[src/rtl/spi_peripheral_rw.sv]
// SPI mode-0 register peripheral: write frames update a small register file,
// read frames shift a register back out on CIPO. Malformed frames are dropped.
module spi_peripheral_rw #(
  parameter int DATA_W   = 8,
  parameter int ADDR_W   = 7,
  parameter int NUM_REGS = 5
) (
  input  logic                         clk,
  input  logic                         rst_n,
  input  logic                         SCLK,
  input  logic                         nCS,
  input  logic                         COPI,
  output logic                         CIPO,
  output logic                         CIPO_oe,
  output logic [NUM_REGS*DATA_W-1:0]   regs,
  output logic [NUM_REGS-1:0]          wr_strobe,
  output logic                         frame_err
);

  localparam int FRAME_LEN = 1 + ADDR_W + DATA_W;
  localparam int CNT_W     = $clog2(FRAME_LEN + 2);

  localparam logic [CNT_W-1:0]  CNT_LEN      = CNT_W'(FRAME_LEN);
  localparam logic [CNT_W-1:0]  CNT_MAX      = CNT_W'(FRAME_LEN + 1);
  localparam logic [CNT_W-1:0]  CNT_CMD_LAST = CNT_W'(ADDR_W);
  localparam logic [ADDR_W:0]   NUM_REGS_A   = (ADDR_W + 1)'(NUM_REGS);

  typedef enum logic [2:0] {
    S_IDLE   = 3'd0,
    S_CMD    = 3'd1,
    S_WDATA  = 3'd2,
    S_RDATA  = 3'd3,
    S_COMMIT = 3'd4
  } state_t;

  function automatic logic in_range(input logic [ADDR_W-1:0] a);
    in_range = ({1'b0, a} < NUM_REGS_A);
  endfunction

  function automatic logic [NUM_REGS-1:0] onehot(input logic [ADDR_W-1:0] a);
    onehot = '0;
    for (int k = 0; k < NUM_REGS; k++) begin
      if (a == ADDR_W'(k)) begin
        onehot[k] = 1'b1;
      end else begin
        onehot[k] = onehot[k];
      end
    end
  endfunction

  function automatic logic [DATA_W-1:0] reg_lookup(input logic [ADDR_W-1:0] a,
                                                   input logic [NUM_REGS*DATA_W-1:0] r);
    reg_lookup = '0;
    for (int k = 0; k < NUM_REGS; k++) begin
      if (a == ADDR_W'(k)) begin
        reg_lookup = r[k*DATA_W +: DATA_W];
      end else begin
        reg_lookup = reg_lookup;
      end
    end
  endfunction

  function automatic logic [NUM_REGS*DATA_W-1:0] reg_write(input logic [NUM_REGS*DATA_W-1:0] r,
                                                           input logic [ADDR_W-1:0] a,
                                                           input logic [DATA_W-1:0] d);
    reg_write = r;
    for (int k = 0; k < NUM_REGS; k++) begin
      if (a == ADDR_W'(k)) begin
        reg_write[k*DATA_W +: DATA_W] = d;
      end else begin
        reg_write[k*DATA_W +: DATA_W] = r[k*DATA_W +: DATA_W];
      end
    end
  endfunction

  logic [2:0]                 sclk_q;
  logic [2:0]                 ncs_q;
  logic [2:0]                 copi_q;
  logic [1:0]                 fill_q;
  logic                       armed_q;
  state_t                     state_q, state_d;
  logic [CNT_W-1:0]           count_q, count_d;
  logic [ADDR_W-1:0]          cmd_q, cmd_d;
  logic [DATA_W-1:0]          data_q, data_d;
  logic [DATA_W-1:0]          rd_q, rd_d;
  logic                       cipo_q, cipo_d;
  logic                       cipo_oe_q, cipo_oe_d;
  logic [NUM_REGS*DATA_W-1:0] regs_q, regs_d;
  logic [NUM_REGS-1:0]        strobe_q, strobe_d;
  logic                       err_q, err_d;

  logic sclk_rise_s, sclk_fall_s, ncs_fall_s, ncs_rise_s;
  logic [CNT_W-1:0] count_inc_s;

  // armed_q stays low until a genuine high nCS sample is seen after reset,
  // so a frame already in progress at reset release cannot start a transfer.
  always_ff @(posedge clk) begin
    if (!rst_n) begin
      sclk_q  <= 3'b000;
      ncs_q   <= 3'b111;
      copi_q  <= 3'b000;
      fill_q  <= 2'b00;
      armed_q <= 1'b0;
    end else begin
      sclk_q  <= {sclk_q[1:0], SCLK};
      ncs_q   <= {ncs_q[1:0], nCS};
      copi_q  <= {copi_q[1:0], COPI};
      fill_q  <= {fill_q[0], 1'b1};
      armed_q <= armed_q | (fill_q[1] & ncs_q[1]);
    end
  end

  assign sclk_rise_s = sclk_q[1] & ~sclk_q[2];
  assign sclk_fall_s = ~sclk_q[1] & sclk_q[2];
  assign ncs_fall_s  = armed_q & ~ncs_q[1] & ncs_q[2];
  assign ncs_rise_s  = ncs_q[1] & ~ncs_q[2];
  assign count_inc_s = (count_q == CNT_MAX) ? count_q : count_q + CNT_W'(1);

  always_comb begin
    state_d   = state_q;
    count_d   = count_q;
    cmd_d     = cmd_q;
    data_d    = data_q;
    rd_d      = rd_q;
    cipo_d    = cipo_q;
    regs_d    = regs_q;
    strobe_d  = '0;
    err_d     = 1'b0;
    cipo_oe_d = 1'b0;

    case (state_q)
      S_IDLE: begin
        if (ncs_fall_s) begin
          state_d = S_CMD;
          count_d = '0;
        end else begin
          state_d = S_IDLE;
        end
      end
      S_CMD: begin
        if (ncs_rise_s) begin
          state_d = S_IDLE;
          err_d   = 1'b1;
        end else if (sclk_rise_s) begin
          count_d = count_inc_s;
          cmd_d   = {cmd_q[ADDR_W-2:0], copi_q[2]};
          if (count_q == CNT_CMD_LAST) begin
            // The R/W bit has just shifted out of cmd_q; cmd_d now holds the address.
            if (cmd_q[ADDR_W-1]) begin
              state_d = S_WDATA;
            end else begin
              state_d = S_RDATA;
              rd_d    = in_range(cmd_d) ? reg_lookup(cmd_d, regs_q) : '0;
            end
          end else begin
            state_d = S_CMD;
          end
        end else begin
          state_d = S_CMD;
        end
      end
      S_WDATA: begin
        if (ncs_rise_s) begin
          if ((count_q == CNT_LEN) && in_range(cmd_q)) begin
            state_d  = S_COMMIT;
            regs_d   = reg_write(regs_q, cmd_q, data_q);
            strobe_d = onehot(cmd_q);
          end else begin
            state_d = S_IDLE;
            err_d   = 1'b1;
          end
        end else if (sclk_rise_s) begin
          count_d = count_inc_s;
          if (count_q < CNT_LEN) begin
            data_d = {data_q[DATA_W-2:0], copi_q[2]};
          end else begin
            data_d = data_q;
          end
        end else begin
          state_d = S_WDATA;
        end
      end
      S_RDATA: begin
        if (ncs_rise_s) begin
          state_d = S_IDLE;
          err_d   = (count_q != CNT_LEN);
        end else begin
          if (sclk_rise_s) begin
            count_d = count_inc_s;
          end else begin
            count_d = count_q;
          end
          if (sclk_fall_s) begin
            cipo_d = rd_q[DATA_W-1];
            rd_d   = {rd_q[DATA_W-2:0], 1'b0};
          end else begin
            cipo_d = cipo_q;
          end
        end
      end
      S_COMMIT: begin
        state_d = S_IDLE;
      end
      default: begin
        state_d = S_IDLE;
      end
    endcase

    if (state_d == S_RDATA) begin
      cipo_oe_d = 1'b1;
    end else begin
      cipo_oe_d = 1'b0;
      cipo_d    = 1'b0;
    end
  end

  // Frame state, shifters and all registered outputs.
  always_ff @(posedge clk) begin
    if (!rst_n) begin
      state_q   <= S_IDLE;
      count_q   <= '0;
      cmd_q     <= '0;
      data_q    <= '0;
      rd_q      <= '0;
      cipo_q    <= 1'b0;
      cipo_oe_q <= 1'b0;
      regs_q    <= '0;
      strobe_q  <= '0;
      err_q     <= 1'b0;
    end else begin
      state_q   <= state_d;
      count_q   <= count_d;
      cmd_q     <= cmd_d;
      data_q    <= data_d;
      rd_q      <= rd_d;
      cipo_q    <= cipo_d;
      cipo_oe_q <= cipo_oe_d;
      regs_q    <= regs_d;
      strobe_q  <= strobe_d;
      err_q     <= err_d;
    end
  end

  assign CIPO      = cipo_q;
  assign CIPO_oe   = cipo_oe_q;
  assign regs      = regs_q;
  assign wr_strobe = strobe_q;
  assign frame_err = err_q;

endmodule

[config.mk]
export PLATFORM = sky130hd
export DESIGN_NAME = spi_peripheral_rw
export DESIGN_NICKNAME = d
export VERILOG_FILES = /design/src/rtl/spi_peripheral_rw.sv
export SDC_FILE = /design/constraint.sdc
export NUM_CORES = 1
export LEC_CHECK = 0
export CAP_MARGIN = 20
export CORE_ASPECT_RATIO = 1.25
export CORE_MARGIN = 3
export CORE_UTILIZATION = 36
export CTS_CLUSTER_DIAMETER = 60
export DETAILED_ROUTE_END_ITERATION = 8
export PLACE_DENSITY_LB_ADDON = 0.2
export SYNTH_ARGS = -nofsm -noshare
export SYNTH_HDL_FRONTEND = slang
export SYNTH_SLANG_ARGS = --single-unit
[constraint.sdc]
create_clock -name clk -period 2.85 [get_ports clk]
set_clock_uncertainty 0.15 [all_clocks]
set_input_delay 0.57 -clock clk [delete_from_list [all_inputs] [get_ports clk]]
set_output_delay 0.57 -clock clk [all_outputs]
set_load 0.02 [all_outputs]
==> out/metrics.csv, run 1 <==
stage,metric,value,unit
clock_network,CTS tree,yes,
synthesis,Yosys cell types,49,
detailed_routing,drt via density,5.14,
synthesis,synthesized instance count,422,
sta,fin crit period,2.30,ns
worst_setup_path,Worst Setup SP,state_q[1],
hold_path,Hold Crit Class,reg -> reg,
clock_network,CTS root buf,clkbuf_16,
detailed_routing,DR pass1 iterations,4,
clock_network,CTS Buf Count,9,
synthesis,YS warnings,0,
cells_and_area,filler instances,988,
synthesis,average size of a mapped cell,9.05,sq um
detailed_routing,routed len/inst,16.1,microns
synthesis,Mapped Area,3820,sq um
cells_and_area,# diodes,0,
cells_and_area,post-layout util,46.8,%
clock_network,Worst-path clk slew,0.07,ns
detailed_routing,# DRC,0,
detailed_routing,Final ANT Viol Nets,0,
sta,final setup vio count,0,
sta,worst slew pin tran,0.829,ns
floorplanning,Ports,53,
clock_network,cts-stage hold buffer count,0,
pwr,pwr dens,530,nW/um^2
synthesis,"EDFF count, synth",0,
floorplanning,die height,121,microns
clock_network,worst skew pair latency,0.34,ns
clock_network,setup bufs post-CTS,0,
job,total of max-cap violations,0,
pwr,Pleak,1.73,nW
floorplanning,DIE WIDTH,98.1,microns
worst_setup_path,critical path class,reg -> reg,
floorplanning,Initial Util,37.4,%
detailed_routing,routed wire length,9770,microns
clock_network,Clock Path Buffers,2,
clock_network,Clock Sinks,91,
placement,routability congestion estimate,0.841,
placement,number of port buffers,52,
clock_network,post_cts resized,0,
sta,Rel. slew slack,44.2,%
worst_setup_path,critical path endpoint,regs[23],
sta,Hold Worst Slack,0.259,ns
cells_and_area,layout cells sized above 1,8.39,%
synthesis,post-synthesis sequential area ratio,47.7,%
sta,Fmax achieved,0.434,GHz
cells_and_area,register area,1820,sq um
worst_setup_path,CP endpoint kind,register,
detailed_routing,DR vias,3117,
sta,RSZ-0062 raised after global routing,false,
worst_setup_path,Crit path arrival time,2.37,ns
run_status,status,completed,
synthesis,Synth Net Count,430,
global_routing,largest net degree at the start of global routing,24,
sta,Setup TNS,0,ns
synthesis,Seq cells post-synth,91,
placement,number of cells after detailed placement,590,
global_routing,Congestion Overflow GR,0,
sta,Final period util,80.8,%
sta,Final Hold Fails,0,
detailed_routing,initial drt markers,170,
global_routing,initial antenna violation count,0,
floorplanning,core region area,10200,sq um
cells_and_area,Layout Nets,480,
global_routing,Tot GR Track Use,17.2,%
global_routing,vias in the first global route,3065,
worst_setup_path,Reg2Reg Launch Point,state_q[1],
synthesis,"Primary FF master, synth",dfxtp_1,
pwr,maximum VDD drop,0.276,mV
floorplanning,die area,11900,sq um
worst_setup_path,FF-to-FF End,regs[23],
sta,Max Slew Vio Count,0,
synthesis,fraction of registers with async set/reset,0,%
floorplanning,# rows,41,
worst_setup_path,cell depth of the worst flop-to-flop path,6,
cells_and_area,Layout area overhead,25.2,%
global_routing,first-pass GRT wire length,16200,microns
worst_setup_path,Reg2Reg Setup Slack,0.55,ns
worst_setup_path,maximum fanout along the worst path,12,
placement,post-DP HPWL,6840,microns
worst_setup_path,"Data required, critical path",2.92,ns
worst_setup_path,critical path launch point type,register,
clock_network,CTS H-tree depth,3,
cells_and_area,area of the multi-input gates,1860,sq um
cells_and_area,"non-filler cells, final",606,
-- synth_stat cells, types with 5 or more instances --
library cell	number	area share (%)
dfxtp_1	91	48
nor2_1	59	5.8
nand2_1	52	5.1
mux2i_1	49	13
a21oi_1	26	3.4
clkbuf_1	20	2.0
o21ai_0	15	2.0
nand2b_1	12	2.0
nor4_1	9	1.5
and2_1	7	1.1
nor3_1	6	0.79
inv_1	5	0.49
nor2b_1	5	0.82
-- kinds of logic after synthesis --
logic type	Yosys count	share of synthesized area (%)
xor+xnor	4	0.918
simple gates	180	23.9
flops	91	47.7
mux	49	12.8
compound gates	64	10.2
fa+ha+maj	3	0.983
buf+inv	31	3.51
-- per-layer routing --
layer | GRT usage, % | wire, microns | vias up | part of all wire (%)
met5 | 0 | 0 | - | 0
met4 | 5.45 | 139 | 0 | 1.4
met3 | 3.74 | 466 | 11 | 4.8
met2 | 28.2 | 4720 | 77 | 48
met1 | 22.5 | 4450 | 1472 | 45
li1 | - | - | 1557 | -
-- sequential cells by signal (all words and copies together), names as in the netlist, 5 cells and up --
name,cells
regs,40
data_q,8
rd_q,8
cmd_q,7
count_q,5
wr_strobe,5
-- per-stage QoR --
step	worst slack, ns	power (mW)	instance area [sq um]
after global routing	0.403	2.62	4780
after global placement	0.573	1.37	4480
after CTS	0.521	2.56	4780
after detailed placement	0.548	1.37	4480
after floorplan	0.825	1.34	3820
final	0.548	2.54	4780
-- placed cells by master (no fill, tap or decap), drive strengths merged, types with 4 or more instances in the layout --
master,count
a21oi,29
a31oi,4
and2,7
buf,12
clkbuf,10
clkdlybuf4s50,52
dfxtp,91
inv,6
mux2i,49
nand2,52
nand2b,12
nand4,4
nor2,59
nor2b,5
nor3,7
nor4,10
o211ai,4
o21ai,17
-- power by group --
| part | leakage, nW | total (mW) | internal, mW | switching [mW] |
|---|---|---|---|---|
| clock | 0.145 | 1.20 | 0.703 | 0.496 |
| combinational | 0.849 | 0.0509 | 0.0198 | 0.0311 |
| sequential | 0.735 | 1.29 | 1.28 | 0.00591 |
-- worst min-delay path by stage --
stage | end | slack, ns | cells past startpoint | start
floorplan | ncs_q[1] | 0.24 | 1 | ncs_q[0]
global placement | ncs_q[1] | 0.25 | 1 | ncs_q[0]
detailed placement | ncs_q[1] | 0.25 | 1 | ncs_q[0]
CTS | ncs_q[1] | 0.26 | 1 | ncs_q[0]
global route | ncs_q[1] | 0.28 | 1 | ncs_q[0]
finish | ncs_q[1] | 0.26 | 1 | ncs_q[0]
-- critical path, cell delays in order, from the launching register on --
cell	delay [ns]
dfxtp_1	0.55
and4b_2	0.29
nand4b_1	0.10
buf_4	0.21
nor3_4	0.57
mux2i_1	0.26
nor2_1	0.05
-- layout make-up --
class / count / share of cell area (%)
multi-input combinational: 300 / 39.0
inverter: 6 / 0.471
timing repair buffer: 64 / 12.8
clock buffer: 10 / 5.00
tap: 129 / 3.38
clock inverter: 6 / 1.33
sequential: 91 / 38.1
(Power assumes the default switching activity.)
==> inputs of run 2 (changes only) <==
==> constraint.sdc (replaced) <==
create_clock -name clk -period 2.2 [get_ports clk]
set_clock_uncertainty 0.15 [all_clocks]
set_input_delay 0.44 -clock clk [delete_from_list [all_inputs] [get_ports clk]]
set_output_delay 0.44 -clock clk [all_outputs]
set_load 0.02 [all_outputs]
==> out/metrics.csv, run 2 (same netlist as run 1, synthesis figures left out) <==
stage,metric,value,unit
run_status,status,completed,
clock_network,Clock Sinks,91,
detailed_routing,# DRC,0,
detailed_routing,Final ANT Viol Nets,0,
hold_path,Hold Startpoint,ncs_q[0],
cells_and_area,# diodes,0,
floorplanning,die area,11900,sq um
cells_and_area,"non-filler cells, final",629,
clock_network,CTS H-tree depth,3,
detailed_routing,DR pass1 iterations,4,
pwr,logic gate share of total power,2.2,%
global_routing,first-pass GRT wire length,16400,microns
cells_and_area,"commonest non-fill, non-tap cell in the layout",dfxtp_1,
detailed_routing,routed len/inst,16.0,microns
floorplanning,# rows,41,
clock_network,CTS Buf Count,9,
sta,Final Hold Fails,0,
worst_setup_path,maximum fanout along the worst path,12,
hold_path,Hold Path Stages,1,
sta,Max Slew Vio Count,0,
placement,number of cells after detailed placement,609,
sta,Hold Worst Slack,0.259,ns
global_routing,largest net degree at the start of global routing,41,
cells_and_area,Layout Nets,503,
worst_setup_path,delay of the slowest cell on the worst path,0.36,ns
global_routing,Tot GR Track Use,17.7,%
hold_path,Min-Delay Endpoint,ncs_q[1],
pwr,Internal Power,2.66,mW
detailed_routing,routed wire length,10100,microns
placement,post-DP HPWL,7160,microns
job,total of max-cap violations,0,
sta,Fmax achieved,0.481,GHz
worst_setup_path,FF-to-FF End,regs[0],
detailed_routing,drt via density,5.16,
clock_network,cts-stage hold buffer count,0,
clock_network,Clock Path Buffers,2,
worst_setup_path,critical path launch point type,register,
worst_setup_path,Reg2Reg Launch Point,count_q[0],
pwr,Psw,0.666,mW
worst_setup_path,cell depth of the worst flop-to-flop path,9,
worst_setup_path,critical path class,reg -> reg,
worst_setup_path,CP endpoint kind,register,
global_routing,initial antenna violation count,0,
sta,final setup vio count,0,
floorplanning,die height,121,microns
detailed_routing,DR vias,3248,
clock_network,worst skew pair latency,0.34,ns
worst_setup_path,CP max stage cell,dfxtp_1,
cells_and_area,max FFs per register,40,
worst_setup_path,Crit path arrival time,2.15,ns
pwr,pwr dens,662,nW/um^2
cells_and_area,layout cells sized above 1,12.4,%
global_routing,Congestion Overflow GR,0,
cells_and_area,post-layout util,49.2,%
cells_and_area,Layout area overhead,31.6,%
sta,worst slew pin tran,0.697,ns
floorplanning,DIE WIDTH,98.1,microns
placement,routability congestion estimate,0.823,
floorplanning,Ports,53,
pwr,Tot Pwr,3.33,mW
global_routing,vias in the first global route,3120,
worst_setup_path,"Data required, critical path",2.27,ns
sta,Final period util,94.5,%
clock_network,Worst-path clk slew,0.06,ns
pwr,Pleak,1.87,nW
worst_setup_path,Reg2Reg Setup Slack,0.12,ns
detailed_routing,initial drt markers,139,
clock_network,CTS tree,yes,
pwr,Seq pwr share,50.0,%
clock_network,CTS root buf,clkbuf_16,
sta,RSZ-0062 raised after global routing,false,
pwr,maximum VDD drop,0.410,mV
pwr,Switching Share,20.0,%
worst_setup_path,"Cell Chain, Critical Path",inv_1 > ha_1 > and4b_2 > nand4b_1 > buf_6 > nor4_4 > buf_4 > mux2i_1 > nor2_1,
placement,number of port buffers,52,
floorplanning,core region area,10200,sq um
cells_and_area,most frequent cells in the layout,"91 x dfxtp_1, 59 x nor2_1, 52 x nand2_1, 52 x clkdlybuf4s50_1, 49 x mux2i_1",
sta,Rel. slew slack,53.5,%
hold_path,Hold Crit Class,reg -> reg,
sta,Setup TNS,0,ns
sta,fin crit period,2.08,ns
floorplanning,Initial Util,37.4,%
pwr,Clock Power Share,47.8,%
-- run 2: how the worst max path moves through the flow --
stage / start / end / slack (ns) / cells past startpoint
floorplan: count_q[0] / regs[0] / 0.18 / 8
global placement: count_q[3] / rd_q[6] / 0.07 / 5
detailed placement: count_q[3] / rd_q[6] / 0.03 / 5
CTS: count_q[3] / rd_q[6] / 0.02 / 5
global route: count_q[0] / regs[0] / 0.003 / 9
finish: count_q[0] / regs[0] / 0.12 / 9
-- run 2: per-stage QoR --
step                      cell area [sq um]  worst slack, ns
after floorplan                        3820            0.175
after global placement                 4660           0.0748
after detailed placement               4660           0.0346
after CTS                              4970           0.0183
after global routing                   5020          0.00319
final                                  5020            0.121
-- run 2: critical path, delay by kind of cell (launching register included) --
kind,cells,cell delay (ns)
and+or+nand+nor,4,0.65
DFF,1,0.36
adders and majority gates,1,0.13
muxes,1,0.19
buffers and inverters,3,0.49
-- run 2: cell type report --
cell class / instances / area, sq um
fillers: 966 / 5180
multi-input cells: 300 / 1870
flip-flops and latches: 91 / 1820
repair buffers: 87 / 837
clock buffers: 13 / 270
well taps: 129 / 161
clock inverters: 3 / 45.0
inverters: 6 / 22.5
-- run 2: metal layers --
layer | wire [microns] | global-route usage [%]
met1 | 4600 | 23.0
met2 | 4640 | 27.6
met3 | 445 | 3.11
met4 | 386 | 10.3
met5 | 0 | 0
-- run 2: what timing repair did --
action | 4_1_cts | 5_1_grt
setup endpoints to repair | 0 | 14
setup buffers | 0 | 4
gates resized for setup | 0 | 2
hold endpoints to repair | 0 | 0
-- run 2: power by group through the flow --
stage / clock, mW / sequential (mW) / combinational (mW)
6_report: 1.59 / 1.66 / 0.0736
5_1_grt: 1.69 / 1.66 / 0.0807
4_1_cts: 1.63 / 1.66 / 0.0745
3_5_place_dp: 0 / 1.70 / 0.0741
3_3_place_gp: 0 / 1.70 / 0.0739
2_1_floorplan: 0 / 1.70 / 0.0443
==> inputs of run 3 (changes only) <==
--- a/config.mk
+++ b/config.mk
@@ -7,7 +7,6 @@
 export LEC_CHECK = 0
 export CAP_MARGIN = 20
 export CORE_ASPECT_RATIO = 1.25
-export CORE_MARGIN = 3
 export CORE_UTILIZATION = 36
 export CTS_CLUSTER_DIAMETER = 60
 export DETAILED_ROUTE_END_ITERATION = 8
==> out/metrics.csv, run 3 (same netlist as run 1, synthesis figures left out) <==
stage,metric,value,unit
run_status,status,completed,
placement,number of port buffers,52,
placement,post-DP HPWL,6950,microns
clock_network,Clock Path Buffers,2,
pwr,Pleak,1.86,nW
clock_network,worst skew pair latency,0.34,ns
sta,worst slew pin tran,0.649,ns
global_routing,GR Layer Usage met3,3.81,%
job,total of max-cap violations,0,
worst_setup_path,"Data required, critical path",2.33,ns
worst_setup_path,Reg2Reg Launch Point,count_q[3],
sta,final worst setup slack,0.105,ns
sta,final setup vio count,0,
sta,Rel. slew slack,56.7,%
global_routing,GRT met1 Usage,23.9,%
sta,Final period util,95.2,%
placement,routability congestion estimate,0.801,
detailed_routing,DR pass1 iterations,4,
sta,Fmax achieved,0.477,GHz
global_routing,Congestion Overflow GR,0,
detailed_routing,initial drt markers,120,
cells_and_area,Layout Nets,502,
floorplanning,Initial Util,37.4,%
worst_setup_path,critical path class,reg -> reg,
cells_and_area,Layout area overhead,30.9,%
floorplanning,die area,11000,sq um
global_routing,busiest grt layer,met2,
worst_setup_path,FF-to-FF End,rd_q[5],
clock_network,CTS Buf Count,9,
detailed_routing,DR vias,3228,
pwr,maximum VDD drop,0.523,mV
sta,Max Slew Vio Count,0,
worst_setup_path,maximum fanout along the worst path,12,
hold_path,Hold Crit Class,reg -> reg,
cells_and_area,layout cells sized above 1,12.6,%
clock_network,CTS tree,yes,
sta,fin crit period,2.10,ns
placement,number of cells after detailed placement,610,
sta,RSZ-0062 raised after global routing,false,
global_routing,Tot GR Track Use,19.1,%
cells_and_area,most frequent cells in the layout,"91 x dfxtp_1, 59 x nor2_1, 52 x nand2_1, 52 x clkdlybuf4s50_1, 49 x mux2i_1",
cells_and_area,"non-filler cells, final",628,
global_routing,first-pass GRT wire length,15700,microns
floorplanning,Ports,53,
worst_setup_path,critical path launch point type,register,
detailed_routing,routed len/inst,15.5,microns
sta,Final Hold Fails,0,
floorplanning,# rows,41,
clock_network,Worst-path clk slew,0.07,ns
detailed_routing,routed wire length,9760,microns
sta,Setup TNS,0,ns
global_routing,initial antenna violation count,0,
worst_setup_path,Worst Setup SP,count_q[3],
clock_network,cts-stage hold buffer count,0,
global_routing,largest net degree at the start of global routing,38,
placement,DP Worst Slack,0.0490,ns
worst_setup_path,critical path endpoint,rd_q[5],
detailed_routing,Final ANT Viol Nets,0,
worst_setup_path,CP endpoint kind,register,
clock_network,Clock Sinks,91,
worst_setup_path,Crit path arrival time,2.22,ns
cells_and_area,"commonest non-fill, non-tap cell in the layout",dfxtp_1,
worst_setup_path,Reg2Reg Setup Slack,0.10,ns
clock_network,CTS root buf,clkbuf_16,
detailed_routing,# DRC,0,
cells_and_area,max FFs per register,40,
pwr,pwr dens,666,nW/um^2
floorplanning,core region area,10200,sq um
global_routing,met2 Resource Use GR,31.2,%
clock_network,CTS H-tree depth,3,
worst_setup_path,cell depth of the worst flop-to-flop path,6,
floorplanning,DIE WIDTH,94.1,microns
cells_and_area,# diodes,0,
detailed_routing,drt via density,5.14,
floorplanning,die height,117,microns
global_routing,vias in the first global route,3023,
[run 3: per-stage QoR]
stage / cell area, sq um / hold WS, ns / total power, mW / utilization (%)
global placement: 4670 / 0.247 / 1.77 / 45.7
detailed placement: 4670 / 0.248 / 1.77 / 45.7
global route: 5000 / 0.283 / 3.44 / 49.0
floorplan: 3820 / 0.236 / 1.74 / -
CTS: 4980 / 0.268 / 3.36 / 48.8
finish: 5000 / 0.261 / 3.33 / 49.0
[run 3: layer usage]
layer | wire (microns) | up-vias
met3 | 384 | 15
met4 | 278 | 0
met2 | 4610 | 66
met1 | 4490 | 1540
li1 | - | 1607
met5 | 0 | -
[run 3: power by group]
part           switching, mW  total (mW)  internal [mW]
combinational         0.0425      0.0731         0.0306
clock                  0.672        1.60          0.923
sequential           0.00662        1.66           1.66
total                  0.721        3.33           2.61
[run 3: repair_timing]
| action | in CTS | in global routing |
|---|---|---|
| setup buffers | 0 | 2 |
| resized for setup | 0 | 2 |
| endpoints found under the setup margin | 0 | 22 |
| endpoints found under the hold margin | 0 | 0 |
[run 3: critical path: stages (launching register included)]
cell,delay (ns)
dfxtp_1,0.31
or4b_1,0.54
or4_4,0.44
a21oi_4,0.28
buf_4,0.17
o21ai_2,0.05
a21oi_2,0.09
[run 3: area by class of cell]
cell class              count  area [sq um]
fillers                  1020          5210
multi-input cells         300          1870
flip-flops and latches     91          1820
repair buffers             86           813
clock buffers              10           239
well taps                 129           161
clock inverters             6          71.3
inverters                   6          22.5
[run 3: worst min-delay path by stage]
stage,startpoint,to,slack (ns),cells after the start
after floorplan,ncs_q[0],ncs_q[1],0.24,1
after CTS,ncs_q[0],ncs_q[1],0.27,1
after global placement,ncs_q[0],ncs_q[1],0.25,1
after global routing,ncs_q[0],ncs_q[1],0.28,1
after detailed placement,ncs_q[0],ncs_q[1],0.25,1
final,ncs_q[0],ncs_q[1],0.26,1
==> variant 1: new RTL, flow settings as in run 3 <==
The parameter `ADDR_W` goes from 7 to 8.
--- a/src/rtl/spi_peripheral_rw.sv
+++ b/src/rtl/spi_peripheral_rw.sv
@@ -2,7 +2,7 @@
 // read frames shift a register back out on CIPO. Malformed frames are dropped.
 module spi_peripheral_rw #(
   parameter int DATA_W   = 8,
-  parameter int ADDR_W   = 7,
+  parameter int ADDR_W   = 8,
   parameter int NUM_REGS = 5
 ) (
   input  logic                         clk,
Check against the original RTL: no difference found for any inputs over 10 cycles, from zero or initial values and one cycle with rst_n low; that may be too few to reach the edited logic, so the function may still have changed.
==> variant 1 against run 3 <==
  * Worst hold slack got worse by 0.0064 ns
  * Largest cell class unchanged
  * Synthesized area increased by 7.2%
  * First-iteration DRC count grew 61%
  * Setup slack got worse by 0.0091 ns
  * Via count is 8.3% higher
  * Total power fell by 0.23%
  * Sequential share of layout area decreased by 1.2 points
  * Cell area increased by 4.9%
  * Wire length grew 11%
  * Sequential cell count increased by 1
==> variant 1: results (changes against run 3) <==
* Commonest cells in the netlist: dfxtp_1, nand2_1, mux2i_1
* WL met2 at 5331 um (+16%)
* Synth Instances at 437 (+3.6%)
* Inst Count DP at 627 (+2.8%)
* Sequential area share after synthesis at 0.4499 (-0.02719)
* Synthesized net count at 446 (+3.7%)
* GR Util met2 at 0.3195 (+0.007084)
* CP max stage delay at 0.57 ns (+0.03 ns)
* Proportion of layout cells with a drive suffix above 1 at 0.1479 (+0.02168)
* Gpl congestion at 0.7901 (-1.4%)
* Crit path DAT at 2.18 ns (-0.04 ns)
* Crit Path Max Fanout at 8 (-4)
* GR Util met1 at 0.2439 (+0.004972)
* First-pass GRT wire length at 17510 um (+11%)
* GRT Util Overall at 0.1904 (-0.0009030)
* Max_slew headroom at 0.5992 (+0.03270)
* Dpl ws at 0.02976 ns (-0.01923 ns)
* Met3 Usage GRT at 0.03341 (-0.004704)
* WL met3 at 352 um (-8.3%)
* Vias in the first global route at 3369 (+11%)
* Status: completed
* DRT iter0 DRCs at 193 (+61%)
* Final Cell Area at 5244 um2 (+4.9%)
* Largest net degree at the start of global routing at 27 (-29%)
* Filler Cell Count at 1067 (+4.6%)
* Total Routed Length at 10870 um (+11%)
* M1 wire length at 5014 um (+12%)
* DP HPWL at 7862 um (+13%)
* Drt wl/cell at 16.93 um (+9.0%)
* Post-placement cell area at 4905 um2 (+5.1%)
* Synth cell types at 52 (+6.1%)
* Fin nets at 512 (+2.0%)
* Critical path's slowest cell: or4_4
* Via count at 3495 (+8.3%)
* Max VDD drop at 0.2824 mV (-46%)
* Internal power at 2635 uW (+0.93%)
* Top cells by area, synth: dfxtp_1, mux2i_1, nand2_1, nand3b_1, a21oi_1
variant 1: changes by cell type after synthesis, moves of 7 or more:
cell and change:
nand2_1 +7, a211oi_1 +7, o221ai_1 +7, nand3_1 +11
nand3b_1 +16, o32ai_1 +7, a311oi_1 +7, nor4_1 -8
nor2_1 -33
variant 1: kinds of logic after synthesis:
kind of cell | share of synthesized area
multiplexers | 0.1222
flip-flops | 0.4499
AO/OA/AOI/OAI | 0.1250
adder cells (fa/ha/maj) | 0.01223
AND/OR/NAND/NOR | 0.2546
buffers and inverters | 0.03606
variant 1: power groups by stage:
stage,combinational [uW],sequential (uW),clock (uW)
after detailed placement,76.1,1720,0
after CTS,76.6,1680,1600
after floorplan,48.8,1720,0
after global placement,75.7,1720,0
final,77.3,1680,1570
after global routing,84.3,1680,1680
variant 1: final timing paths:
path / from / end / cells past startpoint / slack [ns]
worst min-delay path: ncs_q[0] / ncs_q[1] / 1 / 0.25
worst min register to register: ncs_q[0] / ncs_q[1] / 1 / 0.25
worst max register to register: cmd_q[4] / regs[28] / 6 / 0.1
worst max-delay path: cmd_q[4] / regs[28] / 6 / 0.1
variant 1: timing repair:
| item | 4_1_cts | 5_1_grt |
|---|---|---|
| hold endpoints to repair | 0 | 0 |
| endpoints found under the setup margin | 0 | 19 |
| resized for setup | 0 | 13 |
| buffers inserted | 0 | 1 |
variant 1: layout make-up:
type,count,share of cell area
Inverter,9,0.006442
Timing Repair Buffer,84,0.1448
Clock buffer,11,0.04820
Sequential cell,92,0.3519
Clock inverter,4,0.009306
Tap cell,135,0.03221
Multi-Input combinational cell,307,0.4071
variant 1: worst register-to-register path: cells and delay by family (launching register included):
family,cells,cell delay [ns]
and+or+nand+nor,3,0.94
buffers and inverters,2,0.43
DFF,1,0.32
muxes,1,0.13
==> variant 2: new RTL, settings of run 3 <==
Made on the original files. Put one more register stage on the output `regs`, with the module's reset. The value now appears one clock later. The other outputs are not delayed to match.
--- a/src/rtl/spi_peripheral_rw.sv
+++ b/src/rtl/spi_peripheral_rw.sv
@@ -243,7 +243,13 @@
 
   assign CIPO      = cipo_q;
   assign CIPO_oe   = cipo_oe_q;
-  assign regs      = regs_q;
+  always_ff @(posedge clk) begin
+    if (!rst_n) begin
+      regs <= '0;
+    end else begin
+      regs <= regs_q;
+    end
+  end
   assign wr_strobe = strobe_q;
   assign frame_err = err_q;
 
Formal check against the unedited RTL: same outputs for any inputs over 10 cycles, from zero or initial values and one cycle with rst_n low; that may be too few to reach the edited logic, so the function may still have changed.
==> variant 2 against run 3 <==
  * Non-clock buffer count is 13 lower
  * Cell area is 24% higher
  * Global-route usage is 1.4 points lower
  * Synthesized area is 27% higher
  * Sequential cell count is 40 higher
  * Setup slack better by 0.081 ns
  * Wire length is 17% higher
  * Total power is 55% higher
==> variant 2: results (changes against run 3) <==
* Status: completed
* Leakage power at 0.002780 uW (+50%)
* First-pass GRT wire length at 18750 um (+19%)
* GR Util met2 at 0.2985 (-0.01393)
* Hold Slack at 0.1223 ns (-0.1388 ns)
* Hold Path Class: in -> reg
* Top cells by area, synth: dfxtp_1, mux2i_1, nand2_1, inv_1, nor2_1
* Pre-antenna DRT Iters at 5 (+1)
* GRT Util Overall at 0.1775 (-0.01375)
* Synth Area in XOR/XNOR at 0.001807 (-0.007367)
* H-tree levels at 4 (+1)
* Vias in the first global route at 3689 (+22%)
* Synth Instances at 494 (+17%)
* CP max stage delay at 0.39 ns (-0.15 ns)
* Inst Count DP at 707 (+16%)
* Drt wl/cell at 15.43 um (-0.72%)
* PnR Total Power at 5165 uW (+55%)
* Synth Area in Compound Gates at 0.08159 (-0.01998)
* Hold depth at 2 (+1)
* Crit Path Max Fanout at 8 (-4)
* Dpl ws at 0.1381 ns (+0.08916 ns)
* Post-synthesis adder-cell area fraction at 0.007746 (-0.002084)
* Commonest cells in the netlist: dfxtp_1, mux2i_1, nand2_1
* Largest net degree at the start of global routing at 36 (-5.3%)
* Post-placement cell area at 5607 um2 (+20%)
* Critical path's slowest cell: o31ai_4
* Proportion of layout cells with a drive suffix above 1 at 0.1092 (-0.01710)
* Synthesized net count at 502 (+17%)
* Crit path DAT at 2.14 ns (-0.08 ns)
* Gpl congestion at 0.8037 (+0.29%)
* Reg2reg setup slack at 0.19 ns (+0.08 ns)
* HP Start: rst_n
* Sequential area share after synthesis at 0.5412 (+0.06412)
## variant 2: changes by cell type in the layout (fill, tap and decap cells not counted), sizes merged, moves of 10 or more
cell	delta
nor2	-21
clkbuf	+12
buf	-12
dfxtp	+40
inv	+33
nand3	+10
## variant 2: cell type report
class | count | area, um2 | share of cell area
clock inverters | 10 | 107.6 | 0.01737
repair buffers | 73 | 685.7 | 0.1107
clock buffers | 22 | 464.2 | 0.07495
well taps | 171 | 214.0 | 0.03455
inverters | 41 | 153.9 | 0.02485
multi-input cells | 291 | 1946 | 0.3141
flip-flops and latches | 131 | 2623 | 0.4234
## variant 2: power by group
part	total (uW)	switching (uW)	internal, uW	leakage, uW
Combinational	69.3	44.0	25.3	0.00145
Sequential	2390	8.27	2380	0.00106
Clock	2700	989	1710	0.000276
## variant 2: routing by layer
metal  routed length, um  vias up
met5                   0        -
li1                    -     1801
met1                4741     1772
met4                 452        0
met3                 329       29
met2                5880       80
